$ cat src/rtl/m68k_bus_pkg.sv
// Shared definitions for the 68000 bus arbiter: state encodings, default
// parameter values and the per-state output decode.
package m68k_bus_pkg;

  // Default synchronizer depth on M68K_BR_n / M68K_BGACK_n
  localparam int DEF_SYNC_STAGES    = 2;
  // Default c7m falling edges between BGACK_n release and driver re-enable
  localparam int DEF_RECLAIM_CYCLES = 2;
  // Default c7m falling edges allowed in GRANT before giving up
  localparam int DEF_GRANT_TIMEOUT  = 63;

  // Arbiter states (legacy-compatible constant encoding)
  typedef logic [2:0] arb_state_t;
  localparam arb_state_t ST_RESYNC  = 3'd0;
  localparam arb_state_t ST_IDLE    = 3'd1;
  localparam arb_state_t ST_DRAIN   = 3'd2;
  localparam arb_state_t ST_GRANT   = 3'd3;
  localparam arb_state_t ST_MASTER  = 3'd4;
  localparam arb_state_t ST_RECLAIM = 3'd5;

  // Output decode per state: {bg_n, bus_oe, op_hold, ext_master}.
  // Unknown encodings fall back to the safe RESYNC outputs.
  function automatic logic [3:0] state_outputs(input arb_state_t st);
    logic [3:0] o;
    case (st)
      ST_RESYNC:  o = 4'b1010;
      ST_IDLE:    o = 4'b1100;
      ST_DRAIN:   o = 4'b1110;
      ST_GRANT:   o = 4'b0110;
      ST_MASTER:  o = 4'b1011;
      ST_RECLAIM: o = 4'b1010;
      default:    o = 4'b1010;
    endcase
    return o;
  endfunction

endpackage

$ cat src/rtl/m68k_bus_arbiter_sync_ff.sv
// Multi-stage synchronizer that resets to 1 (the negated level of the
// active-low 68000 bus handshake lines).
module sync_ff #(
  parameter int STAGES = 2
) (
  input  logic clk,
  input  logic rst_n,
  input  logic d,
  output logic q
);

  logic [STAGES-1:0] chain_r;

  // Shift the raw input through STAGES flops
  always_ff @(posedge clk or negedge rst_n) begin
    if (!rst_n) begin
      chain_r <= {STAGES{1'b1}};
    end else begin
      chain_r[0] <= d;
      for (int i = 1; i < STAGES; i++) begin
        chain_r[i] <= chain_r[i-1];
      end
    end
  end

  assign q = chain_r[STAGES-1];

endmodule

$ cat src/rtl/m68k_bus_arbiter.sv
// Arbitrates the 68000 bus between the PiStorm transaction engine (default
// owner) and an external BR/BG/BGACK bus master. All outputs are registered
// from the next state so there is no input-to-output combinational path.
module m68k_bus_arbiter
  import m68k_bus_pkg::*;
#(
  parameter int SYNC_STAGES    = DEF_SYNC_STAGES,
  parameter int RECLAIM_CYCLES = DEF_RECLAIM_CYCLES,
  parameter int GRANT_TIMEOUT  = DEF_GRANT_TIMEOUT
) (
  input  logic c200m,
  input  logic reset_n,
  input  logic c7m_rising,
  input  logic c7m_falling,
  input  logic arb_en,
  input  logic engine_idle,
  input  logic M68K_BR_n,
  input  logic M68K_BGACK_n,
  output logic M68K_BG_n,
  output logic bus_oe,
  output logic op_hold,
  output logic ext_master,
  output logic grant_timeout
);

  localparam int RS_W = $clog2(SYNC_STAGES + 2);
  localparam int GT_W = $clog2(GRANT_TIMEOUT + 1);
  localparam int RC_W = $clog2(RECLAIM_CYCLES + 1);
  localparam logic [RS_W-1:0] RS_LAST = RS_W'(SYNC_STAGES);
  localparam logic [GT_W-1:0] GT_LAST = GT_W'(GRANT_TIMEOUT - 1);
  localparam logic [RC_W-1:0] RC_LAST = RC_W'(RECLAIM_CYCLES - 1);

  logic       br_s;
  logic       bgack_s;
  arb_state_t state_r;
  arb_state_t state_nxt_s;
  logic       timeout_hit_s;
  logic [RS_W-1:0] rs_cnt_r;
  logic [GT_W-1:0] gt_cnt_r;
  logic [RC_W-1:0] rc_cnt_r;
  logic       bg_n_r;
  logic       bus_oe_r;
  logic       op_hold_r;
  logic       ext_master_r;
  logic       grant_timeout_r;

  // The rising-edge pulse is not needed for arbitration decisions
  logic unused_s;
  assign unused_s = c7m_rising;

  sync_ff #(.STAGES(SYNC_STAGES)) u_sync_br (
    .clk   (c200m),
    .rst_n (reset_n),
    .d     (M68K_BR_n),
    .q     (br_s)
  );

  sync_ff #(.STAGES(SYNC_STAGES)) u_sync_bgack (
    .clk   (c200m),
    .rst_n (reset_n),
    .d     (M68K_BGACK_n),
    .q     (bgack_s)
  );

  // Next-state logic; an asserted BGACK always takes priority over BR release
  always_comb begin
    state_nxt_s   = state_r;
    timeout_hit_s = 1'b0;
    case (state_r)
      ST_RESYNC: begin
        if (rs_cnt_r == RS_LAST) begin
          state_nxt_s = bgack_s ? ST_IDLE : ST_MASTER;
        end else begin
          state_nxt_s = ST_RESYNC;
        end
      end
      ST_IDLE: begin
        if (!bgack_s) begin
          state_nxt_s = ST_MASTER;
        end else if (!br_s && arb_en) begin
          state_nxt_s = ST_DRAIN;
        end else begin
          state_nxt_s = ST_IDLE;
        end
      end
      ST_DRAIN: begin
        if (!bgack_s) begin
          state_nxt_s = ST_MASTER;
        end else if (br_s || !arb_en) begin
          state_nxt_s = ST_IDLE;
        end else if (c7m_falling && engine_idle) begin
          state_nxt_s = ST_GRANT;
        end else begin
          state_nxt_s = ST_DRAIN;
        end
      end
      ST_GRANT: begin
        if (!bgack_s) begin
          state_nxt_s = ST_MASTER;
        end else if (br_s) begin
          state_nxt_s = ST_IDLE;
        end else if (c7m_falling && (gt_cnt_r == GT_LAST)) begin
          timeout_hit_s = 1'b1;
          state_nxt_s   = ST_IDLE;
        end else begin
          state_nxt_s = ST_GRANT;
        end
      end
      ST_MASTER: begin
        if (bgack_s) begin
          state_nxt_s = ST_RECLAIM;
        end else begin
          state_nxt_s = ST_MASTER;
        end
      end
      ST_RECLAIM: begin
        if (!bgack_s) begin
          state_nxt_s = ST_MASTER;
        end else if (c7m_falling && (rc_cnt_r == RC_LAST)) begin
          state_nxt_s = ST_IDLE;
        end else begin
          state_nxt_s = ST_RECLAIM;
        end
      end
      default: begin
        state_nxt_s = ST_RESYNC;
      end
    endcase
  end

  // State register plus per-state counters; each counter is held at zero
  // outside its own state so it starts fresh on every entry
  always_ff @(posedge c200m or negedge reset_n) begin
    if (!reset_n) begin
      state_r  <= ST_RESYNC;
      rs_cnt_r <= {RS_W{1'b0}};
      gt_cnt_r <= {GT_W{1'b0}};
      rc_cnt_r <= {RC_W{1'b0}};
    end else begin
      state_r <= state_nxt_s;
      if ((state_r == ST_RESYNC) && (rs_cnt_r != RS_LAST)) begin
        rs_cnt_r <= rs_cnt_r + RS_W'(1);
      end
      if (state_r != ST_GRANT) begin
        gt_cnt_r <= {GT_W{1'b0}};
      end else if (c7m_falling) begin
        gt_cnt_r <= gt_cnt_r + GT_W'(1);
      end
      if (state_r != ST_RECLAIM) begin
        rc_cnt_r <= {RC_W{1'b0}};
      end else if (c7m_falling) begin
        rc_cnt_r <= rc_cnt_r + RC_W'(1);
      end
    end
  end

  // Registered outputs decoded from the next state; sticky timeout flag
  // cleared whenever arbitration is disabled
  always_ff @(posedge c200m or negedge reset_n) begin
    if (!reset_n) begin
      bg_n_r          <= 1'b1;
      bus_oe_r        <= 1'b0;
      op_hold_r       <= 1'b1;
      ext_master_r    <= 1'b0;
      grant_timeout_r <= 1'b0;
    end else begin
      {bg_n_r, bus_oe_r, op_hold_r, ext_master_r} <= state_outputs(state_nxt_s);
      if (!arb_en) begin
        grant_timeout_r <= 1'b0;
      end else if (timeout_hit_s) begin
        grant_timeout_r <= 1'b1;
      end
    end
  end

  assign M68K_BG_n     = bg_n_r;
  assign bus_oe        = bus_oe_r;
  assign op_hold       = op_hold_r;
  assign ext_master    = ext_master_r;
  assign grant_timeout = grant_timeout_r;

endmodule

$ cat config.mk
export PLATFORM = sky130hd
export DESIGN_NAME = m68k_bus_arbiter
export DESIGN_NICKNAME = d
export VERILOG_FILES = /design/src/rtl/m68k_bus_pkg.sv /design/src/rtl/m68k_bus_arbiter_sync_ff.sv /design/src/rtl/m68k_bus_arbiter.sv
export SDC_FILE = /design/constraint.sdc
export NUM_CORES = 1
export LEC_CHECK = 0
export CAP_MARGIN = 40
export CORE_MARGIN = 4
export CORE_UTILIZATION = 30
export DETAILED_ROUTE_END_ITERATION = 16
export PLACE_DENSITY = 0.52
export RECOVER_POWER = 100
export REMOVE_ABC_BUFFERS = 1
export SYNTH_ARGS = -nofsm -noshare
export SYNTH_HDL_FRONTEND = slang
export SYNTH_SLANG_ARGS = --single-unit
$ cat constraint.sdc
create_clock -name c200m -period 2.62 [get_ports c200m]
set_clock_uncertainty 0.05 [all_clocks]
set_input_delay 0.524 -clock c200m [delete_from_list [all_inputs] [get_ports c200m]]
set_output_delay 0.524 -clock c200m [all_outputs]
set_load 0.02 [all_outputs]
==> PnR_summary.wiki, run 1 <==
{| class="wikitable"
! Metric !! Value
|-
| Outcome || finished, final reports clean
|-
| WL per Instance || 12.50 um
|-
| Critical path start-end classification || reg -> out
|-
| Post-CTS Resized || 0
|-
| PD cells || 746.9 mW/mm^2
|-
| Final hold violation count || 0
|-
| Utilization after layout || 37.94%
|-
| Number of distinct standard cells referenced by the synthesized netlist || 29
|-
| Maxcap violations || 0
|-
| Fin. max-slew vios || 0
|-
| Category of cells accounting for the largest share of critical-path delay || buffers and inverters
|-
| Source-to-sink clock delay at the later pin of the worst-skew pair || 310 ps
|-
| Layout cells sized above 1 || 11.00%
|-
| Period utilization || 80.02%
|-
| Pleak || 0.4854 nW
|-
| F_max || 0.4770 GHz
|-
| DIE HEIGHT || 65.62 um
|-
| Top area cells in the synthesized netlist || dfrtp_1, dfstp_2, ha_1
|-
| Placed standard-cell area || 0.001161 sq mm
|-
| Nets@finish || 113
|-
| Cells on worst reg2reg path || 3
|-
| CTS tree || yes
|-
| Slew at the pin closest to its max-slew limit || 1179 ps
|-
| First-pass GRT wire length || 3222 um
|-
| Syn Area/Cell || 11.58 sq um
|-
| Setup repair after global routing missed its margin || false
|-
| Endpoint required time on the critical path || 2050 ps
|-
| Final instance count without filler cells || 144
|-
| Highest-delay cell along the critical path || dlygate4sd3_1
|-
| Number of buffers created by CTS || 3
|-
| Worst EP arrival || 1520 ps
|-
| Met2 routing resource usage after global routing || 14.64%
|-
| Total via count after detailed routing || 687
|-
| Post-detailed-routing wire length || 1800 um
|-
| Post-Syn Area || 996.0 sq um
|-
| Initial standard-cell utilization of the core || 32.10%
|-
| Flop-to-flop setup slack || 670 ps
|-
| H-tree depth || 1
|-
| Grt peak-use layer || met2
|-
| Setup Viol. Count Final || 0
|-
| Critical path fanouts, max || 1
|-
| Vias in the first global route || 682
|-
| Number of rows in the core area || 20
|-
| Commonest non-fill, non-tap cells in the layout || dfrtp_1, dlygate4sd3_1, nor2_1
|-
| Total global routing overflow || 0
|-
| Launch point of the worst reg-to-reg path || state_r[1]
|-
| Buffer depth of the longest clock path || 2
|-
| Finished Cell Area || 0.001177 sq mm
|-
| Placed wire-length estimate after detailed placement || 1274 um
|-
| Placeable Area || 0.003103 sq mm
|-
| Met3 capacity usage during global routing || 1.880%
|-
| Number of flops mapped to enable cells by yosys || 0
|-
| Combined buffer and inverter count along the critical path || 1
|-
| Ports placed on the boundary || 13
|-
| Delay contributed by the slowest stage of the critical path || 670 ps
|-
| Length of the first detailed-routing pass in iterations || 4
|-
| Total Routing Usage GR || 9.762%
|-
| Most instantiated flip-flop cell in the synthesis netlist || dfrtp_1
|-
| R2R Path End || op_hold
|-
| Last weighted congestion value of the routability-driven placer || 0.7834
|-
| Critical Path End || op_hold
|-
| Fraction of post-synthesis cell area in the top cell type by area || 40.20%
|-
| Warnings, synthesis || 0
|-
| Leading cell type in the layout, fill and taps excluded || dfrtp_1
|-
| CP Cell Sequence || dlygate4sd3_1
|-
| Final routed DRC violation total || 0
|-
| Number of hold buffers added after CTS || 0
|-
| Critical Path Sink Type || output port
|-
| Met1 Track Usage GR || 13.06%
|-
| Antenna violations before repair || 0
|-
| Synthesized instance count || 86
|-
| Post-layout min period || 2096 ps
|-
| Input/output buffers || 11
|-
| Setup_tns || 0 ps
|-
| Clock slew seen by the registers of the worst setup and hold paths || 120 ps
|-
| Worst setup SP type || flop
|-
| Timing startpoint of the critical path || op_hold
|-
| Number of filler instances in the final layout || 335
|-
| Library cell with the largest summed area after synthesis || dfrtp_1
|-
| Ant. Diodes || 0
|-
| Maximum number of pins on one net before global-route repair || 23
|-
| Critical path depth in cells || 1
|-
| Violation count after the first detailed-routing iteration || 10
|-
| Yosys reg bits || 22
|-
| Die ar. || 0.004306 sq mm
|-
| Library cell used as clock root buffer || clkbuf_4
|-
| Max IR drop VDD || 0.3280 mV
|-
| Relative max-transition margin || 21.40%
|-
| Post-CTS setup buffer count || 0
|-
| Ratio of routed vias to standard cells || 4.771
|-
| Clock sink total || 22
|-
| Type of the most critical hold path || reg -> reg
|-
| Die Wd || 65.62 um
|-
| Area added between synthesis and finish || 18.22%
|-
| Sequential-to-total area share from yosys stat || 56.03%
|-
| Number of placed instances, taps included || 140
|-
| Async set-or-reset flop fraction in the synthesized netlist || 100.0%
|-
| Post-route ant nets || 0
|}
[layer usage]
layer	up-vias	part of all wire (%)
met2	12	44
met4	0	2.1
met1	336	50
met3	4	3.4
li1	335	-
met5	-	0
[synth_stat cells (all sizes together) (2+ instances only)]
| library cell | number |
|---|---|
| a21oi | 5 |
| ha | 4 |
| or3 | 3 |
| nor3b | 2 |
| nor3 | 2 |
| dfstp | 6 |
| inv | 7 |
| buf | 2 |
| xnor2 | 3 |
| nand2 | 3 |
| dfrtp | 16 |
| nand3b | 2 |
| xor2 | 3 |
| a211oi | 2 |
| nand4 | 4 |
| nand3 | 2 |
| nor2 | 8 |
[through the flow]
| step | hold WS [ps] | power, mW | setup WS [ps] |
|---|---|---|---|
| 4_1_cts | 316.1 | 0.9276 | 575.8 |
| 6_report | 314.3 | 0.8794 | 523.5 |
| 5_1_grt | 318.2 | 0.9427 | 404.9 |
| 3_3_place_gp | 296.0 | 0.6491 | 500.2 |
| 3_5_place_dp | 296.8 | 0.6603 | 457.1 |
| 2_1_floorplan | 178.4 | 0.5802 | 1223 |
[worst min-delay path by stage]
stage               depth (start not counted)                      end                     from  slack [ps]
finish                                      0     u_sync_br.chain_r[1]     u_sync_br.chain_r[0]         310
global route                                0  u_sync_bgack.chain_r[1]  u_sync_bgack.chain_r[0]         320
CTS                                         0  u_sync_bgack.chain_r[1]  u_sync_bgack.chain_r[0]         320
detailed placement                          0  u_sync_bgack.chain_r[1]  u_sync_bgack.chain_r[0]         300
global placement                            0     u_sync_br.chain_r[1]     u_sync_br.chain_r[0]         300
floorplan                                   0                   bus_oe                  reset_n         180
[where the power goes]
group / leakage [nW] / switching [mW] / internal, mW
Clock: 0.0279 / 0.105 / 0.155
Combinational: 0.185 / 0.0962 / 0.0850
Sequential: 0.272 / 0.0419 / 0.396
Total: 0.485 / 0.243 / 0.636
[final cells by class]
type,count,area [sq um],area share [%]
Inverter,7,26.28,2.232
Clock buffer,3,22.52,1.913
Multi-Input combinational cell,54,367.9,31.24
Clock inverter,1,30.03,2.550
Tap cell,44,55.05,4.676
Timing Repair Buffer,13,117.6,9.989
Sequential cell,22,558.0,47.40
[registers in the layout, indices dropped and copies added, names as in the netlist]
name,cells
M68K_BG_n,1
bus_oe,1
ext_master,1
grant_timeout,1
gt_cnt_r,6
op_hold,1
rc_cnt_r,2
rs_cnt_r,2
state_r,3
u_sync_bgack.chain_r,2
u_sync_br.chain_r,2
[cells by family (layout without fill, tap and decap cells)]
family | count (synthesis) | in the layout | share of synthesized area [%]
flops | 22 | 22 | 56.03
mux | 1 | 1 | 1.005
fa+ha+maj | 5 | 5 | 6.030
simple gates | 28 | 28 | 16.58
buf+inv | 10 | 24 | 4.146
xor+xnor | 6 | 6 | 5.277
compound gates | 14 | 14 | 10.93
Power figures use the tool's default switching activity.
==> run 2, diff against run 1 <==
- clock period: 2.62 -> 2.07 ns (I/O delays scaled with it)
==> run 2 against run 1 <==
  * Worst hold slack is essentially flat
  * Register-to-register slack lost 410 ps
  * Final area grew 1.5%
==> PnR_summary.wiki, run 2 (synthesis results as in run 1) <==
{| class="wikitable"
! Metric !! Value
|-
| Number of rows in the core area || 20 (unchanged)
|-
| Critical Path Sink Type || output port
|-
| Max reg flops || 6 (unchanged)
|-
| Nets@finish || 113 (unchanged)
|-
| Number of filler instances in the final layout || 333 (-0.60%)
|-
| Layout cells sized above 1 || 12.00% (+1.0 points)
|-
| Period utilization || 92.00%
|-
| Post-detailed-routing wire length || 1739 um (-3.4%)
|-
| Registers with the most flip-flops || gt_cnt_r x6, state_r x3
|-
| Endpoint required time on the critical path || 1610 ps (-440 ps)
|-
| Combined buffer and inverter count along the critical path || 1 (unchanged)
|-
| Type of the most critical hold path || reg -> reg
|-
| Utilization after layout || 38.51% (+0.56 points)
|-
| Hold Path Origin || u_sync_bgack.chain_r[0]
|-
| F_max || 0.5251 GHz
|-
| Max IR drop VDD || 0.3936 mV (+20%)
|-
| Source-to-sink clock delay at the later pin of the worst-skew pair || 310 ps (about the same)
|-
| Fin. max-slew vios || 0 (unchanged)
|-
| Post-route ant nets || 0 (unchanged)
|-
| CP Cell Sequence || clkdlybuf4s50_1
|-
| Worst setup SP type || flop
|-
| Initial standard-cell utilization of the core || 32.10% (unchanged)
|-
| Worst hold path depth || 0 (unchanged)
|-
| PD cells || 931.0 mW/mm^2 (+25%)
|-
| Outcome || finished, final reports clean
|-
| Critical path start-end classification || reg -> out
|-
| Final hold violation count || 0 (unchanged)
|-
| Ant. Diodes || 0 (unchanged)
|-
| Total global routing overflow || 0 (unchanged)
|-
| H-tree depth || 1 (unchanged)
|-
| Launch point of the worst reg-to-reg path || state_r[1]
|-
| Delay contributed by the slowest stage of the critical path || 590 ps (-80 ps)
|-
| Area added between synthesis and finish || 19.98%
|-
| Ports placed on the boundary || 13 (unchanged)
|-
| Setup repair after global routing missed its margin || false
|-
| Category of cells accounting for the largest share of critical-path delay || buffers and inverters
|-
| Buffer depth of the longest clock path || 2 (unchanged)
|-
| Ratio of routed vias to standard cells || 4.590 (-3.8%)
|-
| Post-layout min period || 1904 ps
|-
| Library cell used as clock root buffer || clkbuf_4
|-
| Post-CTS Resized || 0 (unchanged)
|-
| Vias in the first global route || 675 (-1.0%)
|-
| Clock sink total || 22 (unchanged)
|-
| Length of the first detailed-routing pass in iterations || 4 (unchanged)
|-
| WL per Instance || 12.08 um (-3.4%)
|-
| Hold Path End || u_sync_bgack.chain_r[1]
|-
| Pleak || 0.4993 nW (+2.9%)
|-
| Total Routing Usage GR || 9.503% (-0.26 points)
|-
| First-pass GRT wire length || 3084 um (-4.3%)
|-
| Last weighted congestion value of the routability-driven placer || 0.7707 (-1.6%)
|-
| Slew at the pin closest to its max-slew limit || 1162 ps (-17.13 ps)
|-
| Antenna violations before repair || 0 (unchanged)
|-
| Placed wire-length estimate after detailed placement || 1263 um (-0.92%)
|-
| Setup_tns || 0 ps (unchanged)
|-
| Clock slew seen by the registers of the worst setup and hold paths || 120 ps (about the same)
|-
| Largest register by flop count || gt_cnt_r
|-
| DIE HEIGHT || 65.62 um (unchanged)
|-
| Violation count after the first detailed-routing iteration || 21 (+11)
|-
| Highest-delay cell along the critical path || clkdlybuf4s50_1
|-
| Flop-to-flop setup slack || 260 ps (-410 ps)
|-
| Worst EP arrival || 1440 ps (-80 ps)
|-
| Die ar. || 0.004306 sq mm (unchanged)
|-
| Relative max-transition margin || 22.55% (+1.1 points)
|-
| Setup Viol. Count Final || 0 (unchanged)
|-
| Post-CTS setup buffer count || 0 (unchanged)
|-
| Number of hold buffers added after CTS || 0 (unchanged)
|-
| Critical path fanouts, max || 1 (unchanged)
|-
| Total via count after detailed routing || 661 (-3.8%)
|-
| R2R Path End || op_hold
|-
| Leading cell type in the layout, fill and taps excluded || dfrtp_1
|-
| Placeable Area || 0.003103 sq mm (unchanged)
|-
| Final routed DRC violation total || 0 (unchanged)
|-
| Number of buffers created by CTS || 3 (unchanged)
|-
| CTS tree || yes
|-
| Die Wd || 65.62 um (unchanged)
|-
| Input/output buffers || 11 (unchanged)
|-
| Cells on worst reg2reg path || 3 (unchanged)
|-
| Maxcap violations || 0 (unchanged)
|-
| Maximum number of pins on one net before global-route repair || 23 (unchanged)
|-
| Commonest non-fill, non-tap cells in the layout || dfrtp_1, nor2_1, inv_1, dlygate4sd3_1, dfstp_2
|}
==> run 2: cell count changes in the layout (fill, tap and decap cells not counted), sizes merged <==
cell	change
buf	+1
dlygate4sd3	-2
clkdlybuf4s50	+2
clkbuf	-1
==> run 2: area by class of cell <==
| class | count | area (sq um) | share of cell area, % |
|---|---|---|---|
| sequential | 22 | 558.0 | 46.70 |
| clock inverter | 1 | 30.03 | 2.513 |
| clock buffer | 3 | 22.52 | 1.885 |
| inverter | 7 | 26.28 | 2.199 |
| tap | 44 | 55.05 | 4.607 |
| timing repair buffer | 13 | 133.9 | 11.20 |
| multi-input combinational | 54 | 369.1 | 30.89 |
==> run 2: power breakdown <==
group / internal, mW / total, mW / switching (mW)
clock network: 0.196 / 0.326 / 0.130
registers: 0.502 / 0.555 / 0.0528
logic: 0.114 / 0.232 / 0.118
==> run 2: stage by stage <==
step / setup WS (ps) / std cells / hold WS, ps / power [mW] / area (sq um)
finish: 165.6 / 144 / 314.2 / 1.112 / 1195
global route: 56.65 / 144 / 318.4 / 1.191 / 1195
CTS: 135.3 / 144 / 315.8 / 1.173 / 1226
detailed placement: 164.6 / 140 / 296.8 / 0.8354 / 1174
global placement: 177.2 / 140 / 295.9 / 0.8254 / 1174
floorplan: 672.5 / 83 / 68.41 / 0.7344 / 980.9
==> run 2: how the worst max path moves through the flow <==
stage | cells after the start | start | end | slack [ps]
global placement | 4 | c7m_falling | op_hold | 180
floorplan | 3 | state_r[2] | grant_timeout | 670
global route | 5 | rs_cnt_r[0] | op_hold | 60
detailed placement | 4 | c7m_falling | op_hold | 160
finish | 1 | op_hold | op_hold | 170
CTS | 1 | op_hold | op_hold | 140
==> run 2: layer usage <==
metal / global-route usage (%) / vias up / routed length [um]
met5: 0 / - / 0
met4: 5.440 / 0 / 42
met3: 1.709 / 4 / 64
met2: 14.52 / 12 / 778
met1: 12.50 / 318 / 854
li1: - / 327 / -
==> run 3, diff against run 2 <==
- SKIP_CTS_REPAIR_TIMING: unset -> 1
==> results of run 3 <==
No change in the layout: final DEF, timing and power equal those of run 2.
